==> src/rtl/mem_ctrl_pkg.sv <==
// Shared widths, state/owner encodings and ls_len codes for the memory controller.
// Latency: n/a (declarations only).
// Backpressure: n/a.
package mem_ctrl_pkg;

  localparam int ADDR_LEN = 32;
  localparam int REG_LEN  = 32;
  localparam int BYTE_W   = 8;

  typedef enum logic [1:0] {
    ST_IDLE = 2'd0,
    ST_RD   = 2'd1,
    ST_WR   = 2'd2,
    ST_DONE = 2'd3
  } state_t;

  typedef enum logic {
    OWN_IF = 1'b0,
    OWN_LS = 1'b1
  } owner_t;

  localparam logic [1:0] LEN_BYTE = 2'b00;
  localparam logic [1:0] LEN_HALF = 2'b01;
  localparam logic [1:0] LEN_WORD = 2'b10;

  // Byte count for an ls_len code; 10 and 11 both mean a full word.
  function automatic logic [2:0] len_bytes(input logic [1:0] len);
    case (len)
      LEN_BYTE: return 3'd1;
      LEN_HALF: return 3'd2;
      default:  return 3'd4;
    endcase
  endfunction

endpackage

==> src/rtl/mem_ctrl_if.sv <==
// Bundles the IF, MEM and RAM-side signals of the memory controller.
// Latency: n/a (wiring only).
// Backpressure: requesters hold req and fields until the matching done pulse.
// Ports: master = pipeline/RAM environment, slave = mem_ctrl.
// Option: MEM_CTRL_IF_ABORT_EN adds the if_abort signal.
interface mem_ctrl_if;
  import mem_ctrl_pkg::*;

  logic                if_req;
  logic [ADDR_LEN-1:0] if_addr;
  logic [REG_LEN-1:0]  if_data;
  logic                if_done;
`ifdef MEM_CTRL_IF_ABORT_EN
  logic                if_abort;
`endif
  logic                ls_req;
  logic                ls_wr;
  logic [1:0]          ls_len;
  logic                ls_signed;
  logic [ADDR_LEN-1:0] ls_addr;
  logic [REG_LEN-1:0]  ls_wdata;
  logic [REG_LEN-1:0]  ls_rdata;
  logic                ls_done;
  logic [ADDR_LEN-1:0] ram_a;
  logic                ram_wr;
  logic [BYTE_W-1:0]   ram_dout;
  logic [BYTE_W-1:0]   ram_din;

  modport master (
`ifdef MEM_CTRL_IF_ABORT_EN
    output if_abort,
`endif
    output if_req, if_addr, ls_req, ls_wr, ls_len, ls_signed, ls_addr, ls_wdata, ram_din,
    input  if_data, if_done, ls_rdata, ls_done, ram_a, ram_wr, ram_dout
  );

  modport slave (
`ifdef MEM_CTRL_IF_ABORT_EN
    input  if_abort,
`endif
    input  if_req, if_addr, ls_req, ls_wr, ls_len, ls_signed, ls_addr, ls_wdata, ram_din,
    output if_data, if_done, ls_rdata, ls_done, ram_a, ram_wr, ram_dout
  );

endinterface

==> src/rtl/mem_extend.sv <==
// Sign/zero extends 1, 2 or 4 assembled little-endian bytes to a 32-bit value.
// Latency: combinational.
// Backpressure: none.
// Ports: raw (assembled bytes), len (ls_len code), sgn (sign-extend), ext (result).
module mem_extend
  import mem_ctrl_pkg::*;
(
  input  logic [REG_LEN-1:0] raw,
  input  logic [1:0]         len,
  input  logic               sgn,
  output logic [REG_LEN-1:0] ext
);

  always_comb begin
    ext = raw;
    case (len)
      LEN_BYTE: ext = {{(REG_LEN-BYTE_W){sgn & raw[BYTE_W-1]}}, raw[BYTE_W-1:0]};
      LEN_HALF: ext = {{(REG_LEN-2*BYTE_W){sgn & raw[2*BYTE_W-1]}}, raw[2*BYTE_W-1:0]};
      default:  ext = raw;
    endcase
  end

endmodule

==> src/rtl/mem_ctrl.sv <==
// Arbitrates the byte-wide RAM port between IF word fetches and MEM loads/stores (MEM has priority).
// Latency: N-byte read done visible after accept+N+1 edges; N-byte write done after accept+N edges.
// Backpressure: one transaction at a time, req held until done; rdy low freezes all state.
// Ports: clk, rst_n (async active-low), rdy (global freeze), bus (mem_ctrl_if.slave).
// Option: MEM_CTRL_IF_ABORT_EN enables if_abort to cancel an in-flight IF read.
module mem_ctrl
  import mem_ctrl_pkg::*;
(
  input  logic       clk,
  input  logic       rst_n,
  input  logic       rdy,
  mem_ctrl_if.slave  bus
);

  state_t              state_q, state_d;
  owner_t              owner_q, owner_d;
  logic [1:0]          len_q, len_d;
  logic                sgn_q, sgn_d;
  logic [REG_LEN-1:0]  wdata_q, wdata_d;
  logic [2:0]          cnt_q, cnt_d;
  logic [REG_LEN-1:0]  rbuf_q, rbuf_d;
  logic [ADDR_LEN-1:0] ram_a_q, ram_a_d;
  logic                ram_wr_q, ram_wr_d;
  logic [BYTE_W-1:0]   ram_dout_q, ram_dout_d;
  logic [REG_LEN-1:0]  if_data_q, if_data_d;
  logic [REG_LEN-1:0]  ls_rdata_q, ls_rdata_d;
  logic                if_done_q, if_done_d;
  logic                ls_done_q, ls_done_d;

  logic                if_abort_w;
  logic [2:0]          nbytes;
  logic [2:0]          cnt_n;
  logic [1:0]          lane;
  logic [REG_LEN-1:0]  rbuf_cap;
  logic [REG_LEN-1:0]  ext_data;

`ifdef MEM_CTRL_IF_ABORT_EN
  assign if_abort_w = bus.if_abort;
`else
  assign if_abort_w = 1'b0;
`endif

  assign nbytes = len_bytes(len_q);
  assign cnt_n  = cnt_q + 3'd1;
  // The byte arriving now was addressed one RD edge earlier, so it lands in lane cnt-1.
  assign lane   = cnt_q[1:0] - 2'd1;

  always_comb begin
    rbuf_cap = rbuf_q;
    rbuf_cap[{lane, 3'b000} +: BYTE_W] = bus.ram_din;
  end

  // Extension sees the final byte as it is captured so done and data leave together.
  mem_extend u_extend (
    .raw (rbuf_cap),
    .len (len_q),
    .sgn (sgn_q),
    .ext (ext_data)
  );

  always_comb begin
    state_d    = state_q;
    owner_d    = owner_q;
    len_d      = len_q;
    sgn_d      = sgn_q;
    wdata_d    = wdata_q;
    cnt_d      = cnt_q;
    rbuf_d     = rbuf_q;
    ram_a_d    = ram_a_q;
    ram_wr_d   = 1'b0;
    ram_dout_d = ram_dout_q;
    if_data_d  = if_data_q;
    ls_rdata_d = ls_rdata_q;
    if_done_d  = 1'b0;
    ls_done_d  = 1'b0;

    case (state_q)
      ST_IDLE: begin
        if (bus.ls_req) begin
          owner_d = OWN_LS;
          len_d   = bus.ls_len;
          sgn_d   = bus.ls_signed;
          wdata_d = bus.ls_wdata;
          ram_a_d = bus.ls_addr;
          cnt_d   = 3'd0;
          rbuf_d  = '0;
          if (bus.ls_wr) begin
            state_d    = ST_WR;
            ram_wr_d   = 1'b1;
            ram_dout_d = bus.ls_wdata[BYTE_W-1:0];
          end else begin
            state_d = ST_RD;
          end
        end else if (bus.if_req && !if_abort_w) begin
          owner_d = OWN_IF;
          len_d   = LEN_WORD;
          sgn_d   = 1'b0;
          ram_a_d = bus.if_addr;
          cnt_d   = 3'd0;
          rbuf_d  = '0;
          state_d = ST_RD;
        end
      end

      ST_RD: begin
        if (owner_q == OWN_IF && if_abort_w) begin
          state_d = ST_IDLE;
        end else begin
          // cnt counts RD edges taken; edge c captures byte c-1 and presents byte c.
          cnt_d = cnt_n;
          if (cnt_q != 3'd0) rbuf_d = rbuf_cap;
          if (cnt_q < nbytes - 3'd1) ram_a_d = ram_a_q + 32'd1;
          if (cnt_q == nbytes) begin
            state_d = ST_DONE;
            if (owner_q == OWN_IF) begin
              if_data_d = ext_data;
              if_done_d = 1'b1;
            end else begin
              ls_rdata_d = ext_data;
              ls_done_d  = 1'b1;
            end
          end
        end
      end

      ST_WR: begin
        if (cnt_q == nbytes - 3'd1) begin
          state_d   = ST_DONE;
          ls_done_d = 1'b1;
        end else begin
          ram_wr_d   = 1'b1;
          ram_a_d    = ram_a_q + 32'd1;
          ram_dout_d = wdata_q[{cnt_n[1:0], 3'b000} +: BYTE_W];
          cnt_d      = cnt_n;
        end
      end

      default: begin
        state_d = ST_IDLE;
      end
    endcase
  end

  always_ff @(posedge clk or negedge rst_n) begin
    if (!rst_n) begin
      state_q <= ST_IDLE;
    end else if (rdy) begin
      state_q <= state_d;
    end
  end

  always_ff @(posedge clk or negedge rst_n) begin
    if (!rst_n) begin
      owner_q    <= OWN_IF;
      len_q      <= LEN_BYTE;
      sgn_q      <= 1'b0;
      wdata_q    <= '0;
      cnt_q      <= 3'd0;
      rbuf_q     <= '0;
      ram_a_q    <= '0;
      ram_wr_q   <= 1'b0;
      ram_dout_q <= '0;
      if_data_q  <= '0;
      ls_rdata_q <= '0;
      if_done_q  <= 1'b0;
      ls_done_q  <= 1'b0;
    end else if (rdy) begin
      owner_q    <= owner_d;
      len_q      <= len_d;
      sgn_q      <= sgn_d;
      wdata_q    <= wdata_d;
      cnt_q      <= cnt_d;
      rbuf_q     <= rbuf_d;
      ram_a_q    <= ram_a_d;
      ram_wr_q   <= ram_wr_d;
      ram_dout_q <= ram_dout_d;
      if_data_q  <= if_data_d;
      ls_rdata_q <= ls_rdata_d;
      if_done_q  <= if_done_d;
      ls_done_q  <= ls_done_d;
    end
  end

  assign bus.ram_a    = ram_a_q;
  assign bus.ram_wr   = ram_wr_q;
  assign bus.ram_dout = ram_dout_q;
  assign bus.if_data  = if_data_q;
  assign bus.ls_rdata = ls_rdata_q;
  assign bus.if_done  = if_done_q;
  assign bus.ls_done  = ls_done_q;

endmodule

==> src/flat_wrapper.sv <==
// flat-port wrapper written by rule: the top's interface ports become plain ports
module mem_ctrl_flat import mem_ctrl_pkg::*;
  (clk, rst_n, rdy, bus_if_req, bus_if_addr, bus_ls_req, bus_ls_wr, bus_ls_len, bus_ls_signed, bus_ls_addr, bus_ls_wdata, bus_ram_din, bus_if_data, bus_if_done, bus_ls_rdata, bus_ls_done, bus_ram_a, bus_ram_wr, bus_ram_dout);
  mem_ctrl_if bus_i ();
  input  logic clk;
  input  logic rst_n;
  input  logic rdy;
  input wire logic [$bits(bus_i.if_req)-1:0] bus_if_req;
  input wire logic [$bits(bus_i.if_addr)-1:0] bus_if_addr;
  input wire logic [$bits(bus_i.ls_req)-1:0] bus_ls_req;
  input wire logic [$bits(bus_i.ls_wr)-1:0] bus_ls_wr;
  input wire logic [$bits(bus_i.ls_len)-1:0] bus_ls_len;
  input wire logic [$bits(bus_i.ls_signed)-1:0] bus_ls_signed;
  input wire logic [$bits(bus_i.ls_addr)-1:0] bus_ls_addr;
  input wire logic [$bits(bus_i.ls_wdata)-1:0] bus_ls_wdata;
  input wire logic [$bits(bus_i.ram_din)-1:0] bus_ram_din;
  output wire logic [$bits(bus_i.if_data)-1:0] bus_if_data;
  output wire logic [$bits(bus_i.if_done)-1:0] bus_if_done;
  output wire logic [$bits(bus_i.ls_rdata)-1:0] bus_ls_rdata;
  output wire logic [$bits(bus_i.ls_done)-1:0] bus_ls_done;
  output wire logic [$bits(bus_i.ram_a)-1:0] bus_ram_a;
  output wire logic [$bits(bus_i.ram_wr)-1:0] bus_ram_wr;
  output wire logic [$bits(bus_i.ram_dout)-1:0] bus_ram_dout;
  assign bus_i.if_req = bus_if_req;
  assign bus_i.if_addr = bus_if_addr;
  assign bus_i.ls_req = bus_ls_req;
  assign bus_i.ls_wr = bus_ls_wr;
  assign bus_i.ls_len = bus_ls_len;
  assign bus_i.ls_signed = bus_ls_signed;
  assign bus_i.ls_addr = bus_ls_addr;
  assign bus_i.ls_wdata = bus_ls_wdata;
  assign bus_i.ram_din = bus_ram_din;
  assign bus_if_data = bus_i.if_data;
  assign bus_if_done = bus_i.if_done;
  assign bus_ls_rdata = bus_i.ls_rdata;
  assign bus_ls_done = bus_i.ls_done;
  assign bus_ram_a = bus_i.ram_a;
  assign bus_ram_wr = bus_i.ram_wr;
  assign bus_ram_dout = bus_i.ram_dout;
  mem_ctrl u_core (.clk(clk), .rst_n(rst_n), .rdy(rdy), .bus(bus_i));
endmodule
==> config.mk <==
export PLATFORM = sky130hd
export DESIGN_NAME = mem_ctrl_flat
export DESIGN_NICKNAME = d
export VERILOG_FILES = /design/src/rtl/mem_ctrl_pkg.sv /design/src/rtl/mem_ctrl_if.sv /design/src/rtl/mem_extend.sv /design/src/rtl/mem_ctrl.sv /design/src/flat_wrapper.sv
export SDC_FILE = /design/constraint.sdc
export NUM_CORES = 1
export LEC_CHECK = 0
export CORE_MARGIN = 1.5
export CORE_UTILIZATION = 46
export DETAILED_ROUTE_END_ITERATION = 6
export PLACE_DENSITY_LB_ADDON = 0.08
export SYNTH_ARGS = -nofsm -noshare
export SYNTH_HDL_FRONTEND = slang
export SYNTH_SLANG_ARGS = --single-unit
export TNS_END_PERCENT = 20
==> constraint.sdc <==
create_clock -name clk -period 3.6 [get_ports clk]
set_clock_uncertainty 0.2 [all_clocks]
set_input_delay 0.54 -clock clk [delete_from_list [all_inputs] [get_ports clk]]
set_output_delay 0.54 -clock clk [all_outputs]
set_load 0.02 [all_outputs]
==> results_tabular.tex <==
\begin{tabular}{lr}
\hline
Metric & Value \\
\hline
\multicolumn{2}{l}{\textbf{Outcome}} \\
\quad Outcome & complete, no violations \\
\multicolumn{2}{l}{\textbf{STA}} \\
\quad Setup repair after global routing missed its margin & no \\
\quad Hold Fails Final Rpt & 0 \\
\quad Max-Slew Margin vs Limit & 49.2\% \\
\quad Number of max-slew violations in the final report & 0 \\
\quad Final count of negative-setup-slack endpoints & 0 \\
\quad Worst Tran Pin Value & 756 ps \\
\quad Min Clock Period, post-route & 3300 ps \\
\quad Fmax achieved & 303 MHz \\
\quad Final cycle utilization of the critical path & 91.6\% \\
\quad Total negative slack for setup checks & 0 ps \\
\multicolumn{2}{l}{\textbf{Synth}} \\
\quad Cell types occupying the most area after synthesis & sky130\_fd\_sc\_hd\_\_dfrtp\_1 48\%, sky130\_fd\_sc\_hd\_\_mux2\_2 8.3\%, sky130\_fd\_sc\_hd\_\_nor2b\_1 2.9\% \\
\quad Cell taking the most area after synthesis & sky130\_fd\_sc\_hd\_\_dfrtp\_1 \\
\quad Mean Syn Cell Area & 10.2 µm² \\
\quad Cell area after synthesis & 9410 µm² \\
\quad Count of flip-flops with a built-in enable after synthesis & 0 \\
\quad Dominant synthesized flop cell & sky130\_fd\_sc\_hd\_\_dfrtp\_1 \\
\quad Syn\_nets & 1049 \\
\quad Sequential-to-total area share from yosys stat & 47.9\% \\
\quad Yosys synthesis warning count & 0 \\
\quad Synth async-reset ratio & 100\% \\
\quad Yosys cell types & 63 \\
\quad Number of cells produced by synthesis & 921 \\
\quad Top cell type's share of synthesized area & 47.9\% \\
\quad Synthesized flop and latch total & 180 \\
\multicolumn{2}{l}{\textbf{Floorplanning}} \\
\quad Core region area & 20200 µm² \\
\quad Height of the chip & 146 µm \\
\quad Chip width & 146 µm \\
\quad IO Pins & 220 \\
\quad \# rows & 52 \\
\quad Effective utilization at floorplan & 46.7\% \\
\quad Overall die area & 21300 µm² \\
\multicolumn{2}{l}{\textbf{CTS}} \\
\quad Number of sinks on the clock net & 180 \\
\quad TritonCTS clock tree & done \\
\quad Source-to-sink clock delay at the later pin of the worst-skew pair & 430 ps \\
\quad Deepest level of the CTS H-tree & 4 \\
\quad Clock root buffer & sky130\_fd\_sc\_hd\_\_clkbuf\_16 \\
\quad Clock buffer count from CTS & 17 \\
\quad Clock transition at the register clock pins on the worst setup and hold paths after CTS & 70 ps \\
\quad \# Post-CTS Setup Buffers & 0 \\
\quad Bufs on Longest Clock Path & 2 \\
\multicolumn{2}{l}{\textbf{Routing}} \\
\quad Final routed wire length divided by cell count & 17.3 µm \\
\quad Post-route ant nets & 0 \\
\quad Final routed wirelength across all metal layers & 24400 µm \\
\quad Detailed-route DRC error count & 0 \\
\quad DR vias/cell & 5.59 \\
\quad Number of violations reported at the end of detailed-routing iteration 0 & 420 \\
\quad Via Count & 7893 \\
\quad Initial DRT Pass Iterations & 5 \\
\multicolumn{2}{l}{\textbf{Pwr}} \\
\quad Static power due to leakage & 5.22 nW \\
\quad Combinational power share & 49.7\% \\
\quad Part of the total power dissipated in sequential elements & 32.4\% \\
\quad PD cells & 852 nW/µm² \\
\quad Worst VDD drop & 0.000558 V \\
\quad Switch Pwr & 4.36 mW \\
\quad Clock network fraction of total power & 17.8\% \\
\quad Cell-internal power & 6.33 mW \\
\quad PnR Total Power & 10.7 mW \\
\quad Switch share & 40.8\% \\
\multicolumn{2}{l}{\textbf{Critical path}} \\
\quad Worst-path maximum fanout & 16 \\
\quad CP Data Arrival Time & 3420 ps \\
\quad Required time worst endpoint & 3720 ps \\
\quad Type of element capturing the critical path & register \\
\quad Dominant cell type by count on the critical path & sky130\_fd\_sc\_hd\_\_ha\_1 \\
\quad Buffer and inverter count on the worst path & 2 \\
\quad Worst path max stage delay & 420 ps \\
\quad Largest delay share family, worst path & simple AND/OR/NAND/NOR gates \\
\quad Launching element type of the critical path & register \\
\quad Slowest cell on the critical path & sky130\_fd\_sc\_hd\_\_nand3\_2 \\
\quad Worst path cell trace & nor2b\_1 > inv\_1 > ha\_1 > xnor2\_1 > ha\_1 > a41oi\_1 > and3\_1 > nand3\_2 > buf\_4 > o221a\_2 \\
\quad Reg2Reg Launch Point & u\_core.len\_q[1] \\
\quad Startpoint-to-endpoint class of the critical path & reg2reg \\
\quad Launch point of the critical path & u\_core.len\_q[1] \\
\multicolumn{2}{l}{\textbf{Global routing}} \\
\quad Maximum number of pins on one net before global-route repair & 114 \\
\quad Overall overflow remaining after global route & 0 \\
\quad GR Util All Layers & 23.8\% \\
\quad Initial antenna violation count & 0 \\
\quad Wire length of the first global-routing pass & 40900 µm \\
\quad Vias in the first global route & 7803 \\
\multicolumn{2}{l}{\textbf{Run}} \\
\quad MaxCap Viol Count & 0 \\
\multicolumn{2}{l}{\textbf{Cells and area}} \\
\quad Most frequent cells in the layout & 217 x sky130\_fd\_sc\_hd\_\_clkdlybuf4s50\_1, 180 x sky130\_fd\_sc\_hd\_\_dfrtp\_1, 69 x sky130\_fd\_sc\_hd\_\_mux2\_2, 59 x sky130\_fd\_sc\_hd\_\_nor2\_1, 58 x sky130\_fd\_sc\_hd\_\_nand2\_1 \\
\quad Sequential cell area in the final layout & 4500 µm² \\
\quad Share of post-route cells with drive strength above 1 & 13.6\% \\
\quad Antenna fix cells & 0 \\
\quad Leading cell type in the layout, fill and taps excluded & sky130\_fd\_sc\_hd\_\_clkdlybuf4s50\_1 \\
\quad Layout Area Growth over Synthesis & 33.4\% \\
\quad Fill cell instance count of the final layout & 1722 \\
\quad Area of combinational cells with multiple inputs & 4570 µm² \\
\quad Fin nets & 1257 \\
\multicolumn{2}{l}{\textbf{Placement}} \\
\quad Port buffer count & 219 \\
\quad Routability congestion estimate & 0.861 \\
\quad Half-perimeter wire length of the detailed placement result & 17000 µm \\
\multicolumn{2}{l}{\textbf{Hold path}} \\
\quad Classification of the worst-slack hold path & reg2reg \\
\quad Source of the worst hold timing path & u\_core.rbuf\_q[26] \\
\hline
\end{tabular}
-- routing by layer --
layer | GRT usage, % | up-vias | routed length (µm)
li1 | - | 3808 | -
met5 | 0 | - | 0
met4 | 6.77 | 0 | 369
met2 | 38.6 | 245 | 11700
met1 | 32.5 | 3813 | 11000
met3 | 4.63 | 27 | 1310
-- final cells by class --
class	instances	share of cell area, %
Multi-Input combinational cell	652	36.4
Sequential cell	180	35.9
Timing Repair Buffer	246	19.3
Clock buffer	19	3.45
Tap cell	270	2.69
Clock inverter	13	1.33
Inverter	32	0.957
-- cells in the mapped netlist, types with 2 or more instances --
master                     instances
sky130_fd_sc_hd__dfrtp_1         180
sky130_fd_sc_hd__mux2_2           69
sky130_fd_sc_hd__nor2_1           60
sky130_fd_sc_hd__nand2_1          58
sky130_fd_sc_hd__o21ai_0          53
sky130_fd_sc_hd__nor2b_1          44
sky130_fd_sc_hd__a31oi_1          43
sky130_fd_sc_hd__a21oi_1          35
sky130_fd_sc_hd__clkbuf_1         33
sky130_fd_sc_hd__inv_1            32
sky130_fd_sc_hd__and3_1           28
sky130_fd_sc_hd__a22o_1           25
sky130_fd_sc_hd__o22ai_1          21
sky130_fd_sc_hd__nand3_1          18
sky130_fd_sc_hd__nand4_1          18
sky130_fd_sc_hd__nor3_1           18
sky130_fd_sc_hd__buf_2            17
sky130_fd_sc_hd__ha_1             15
sky130_fd_sc_hd__mux2i_1          15
sky130_fd_sc_hd__nand2b_1         15
sky130_fd_sc_hd__o22a_1           15
sky130_fd_sc_hd__a211oi_1         11
sky130_fd_sc_hd__and4_1           11
sky130_fd_sc_hd__a21o_1           10
sky130_fd_sc_hd__mux4_2            8
sky130_fd_sc_hd__and2_1            7
sky130_fd_sc_hd__nor4_1            7
sky130_fd_sc_hd__buf_1             6
sky130_fd_sc_hd__a31o_2            3
sky130_fd_sc_hd__o221a_2           3
sky130_fd_sc_hd__a221oi_1          2
sky130_fd_sc_hd__a22oi_1           2
sky130_fd_sc_hd__a41oi_1           2
sky130_fd_sc_hd__nand3_2           2
sky130_fd_sc_hd__nor3b_1           2
sky130_fd_sc_hd__nor4_2            2
sky130_fd_sc_hd__o211ai_1          2
sky130_fd_sc_hd__o31ai_1           2
sky130_fd_sc_hd__o41ai_1           2
sky130_fd_sc_hd__xnor2_1           2
-- final timing paths --
| check | end | slack, ps | cells past startpoint |
|---|---|---|---|
| max | u_core.bus.ram_a[4] | 300 | 10 |
| max reg2reg | u_core.bus.ram_a[4] | 300 | 10 |
| min in group asynchronous | u_core.bus.if_data[26] | 360 | 2 |
| min reg2reg | u_core.rbuf_q[26] | 270 | 2 |
| min | u_core.rbuf_q[26] | 270 | 2 |
| max in group asynchronous | u_core.wdata_q[20] | 1920 | 3 |
-- sequential cells by signal (all words and copies together) (netlist names) --
signal / count
u_core.bus.if_data: 32
u_core.bus.ls_rdata: 32
u_core.bus.ram_a: 32
u_core.rbuf_q: 32
u_core.wdata_q: 32
u_core.bus.ram_dout: 8
u_core.cnt_q: 3
u_core.len_q: 2
u_core.state_q: 2
u_core.bus.if_done: 1
u_core.bus.ls_done: 1
u_core.bus.ram_wr: 1
u_core.owner_q: 1
u_core.sgn_q: 1
-- power by group through the flow --
stage          sequential (mW)  clock (mW)  combinational, mW
6_report                  3.47        1.91               5.32
5_1_grt                   3.60        2.03               5.79
4_1_cts                   3.47        1.95               5.33
3_5_place_dp              3.50           0               5.31
3_3_place_gp              3.48           0               5.22
2_1_floorplan             3.98           0               2.74
-- worst min-delay path: cells and delay by family, from the launching register on --
family	cells	cell delay, ps
AND/OR/NAND/NOR	1	40
flip-flops	1	340
AO/OA/AOI/OAI	1	60
-- cell families after synthesis --
family	Yosys count	share of synthesized area [%]
AND/OR/NAND/NOR	299	17.2
XOR/XNOR	3	0.279
multiplexers	92	11.8
AO/OA/AOI/OAI	243	17.1
adder cells (fa/ha/maj)	15	1.99
buffers and inverters	89	3.82
flip-flops	180	47.9
-- through the flow --
step | worst slack, ps | hold WS (ps) | instance area [µm²] | util (%) | cells
final | 304 | 270 | 12600 | 62.2 | 1412
after global routing | 19.5 | 297 | 12600 | 62.2 | 1412
after CTS | 66.5 | 279 | 12500 | 62.2 | 1412
after detailed placement | 60.9 | 253 | 11900 | 59.2 | 1379
after global placement | 157 | 247 | 11900 | 59.2 | 1379
after floorplan | 58.8 | 44.4 | 9410 | - | 921
-- timing repair --
item,CTS,global route
resized for setup,0,1
setup endpoints to repair,0,29
endpoints found under the hold margin,32,0
hold buffers,1,0
No activity file was read; power rests on OpenSTA's default activity.
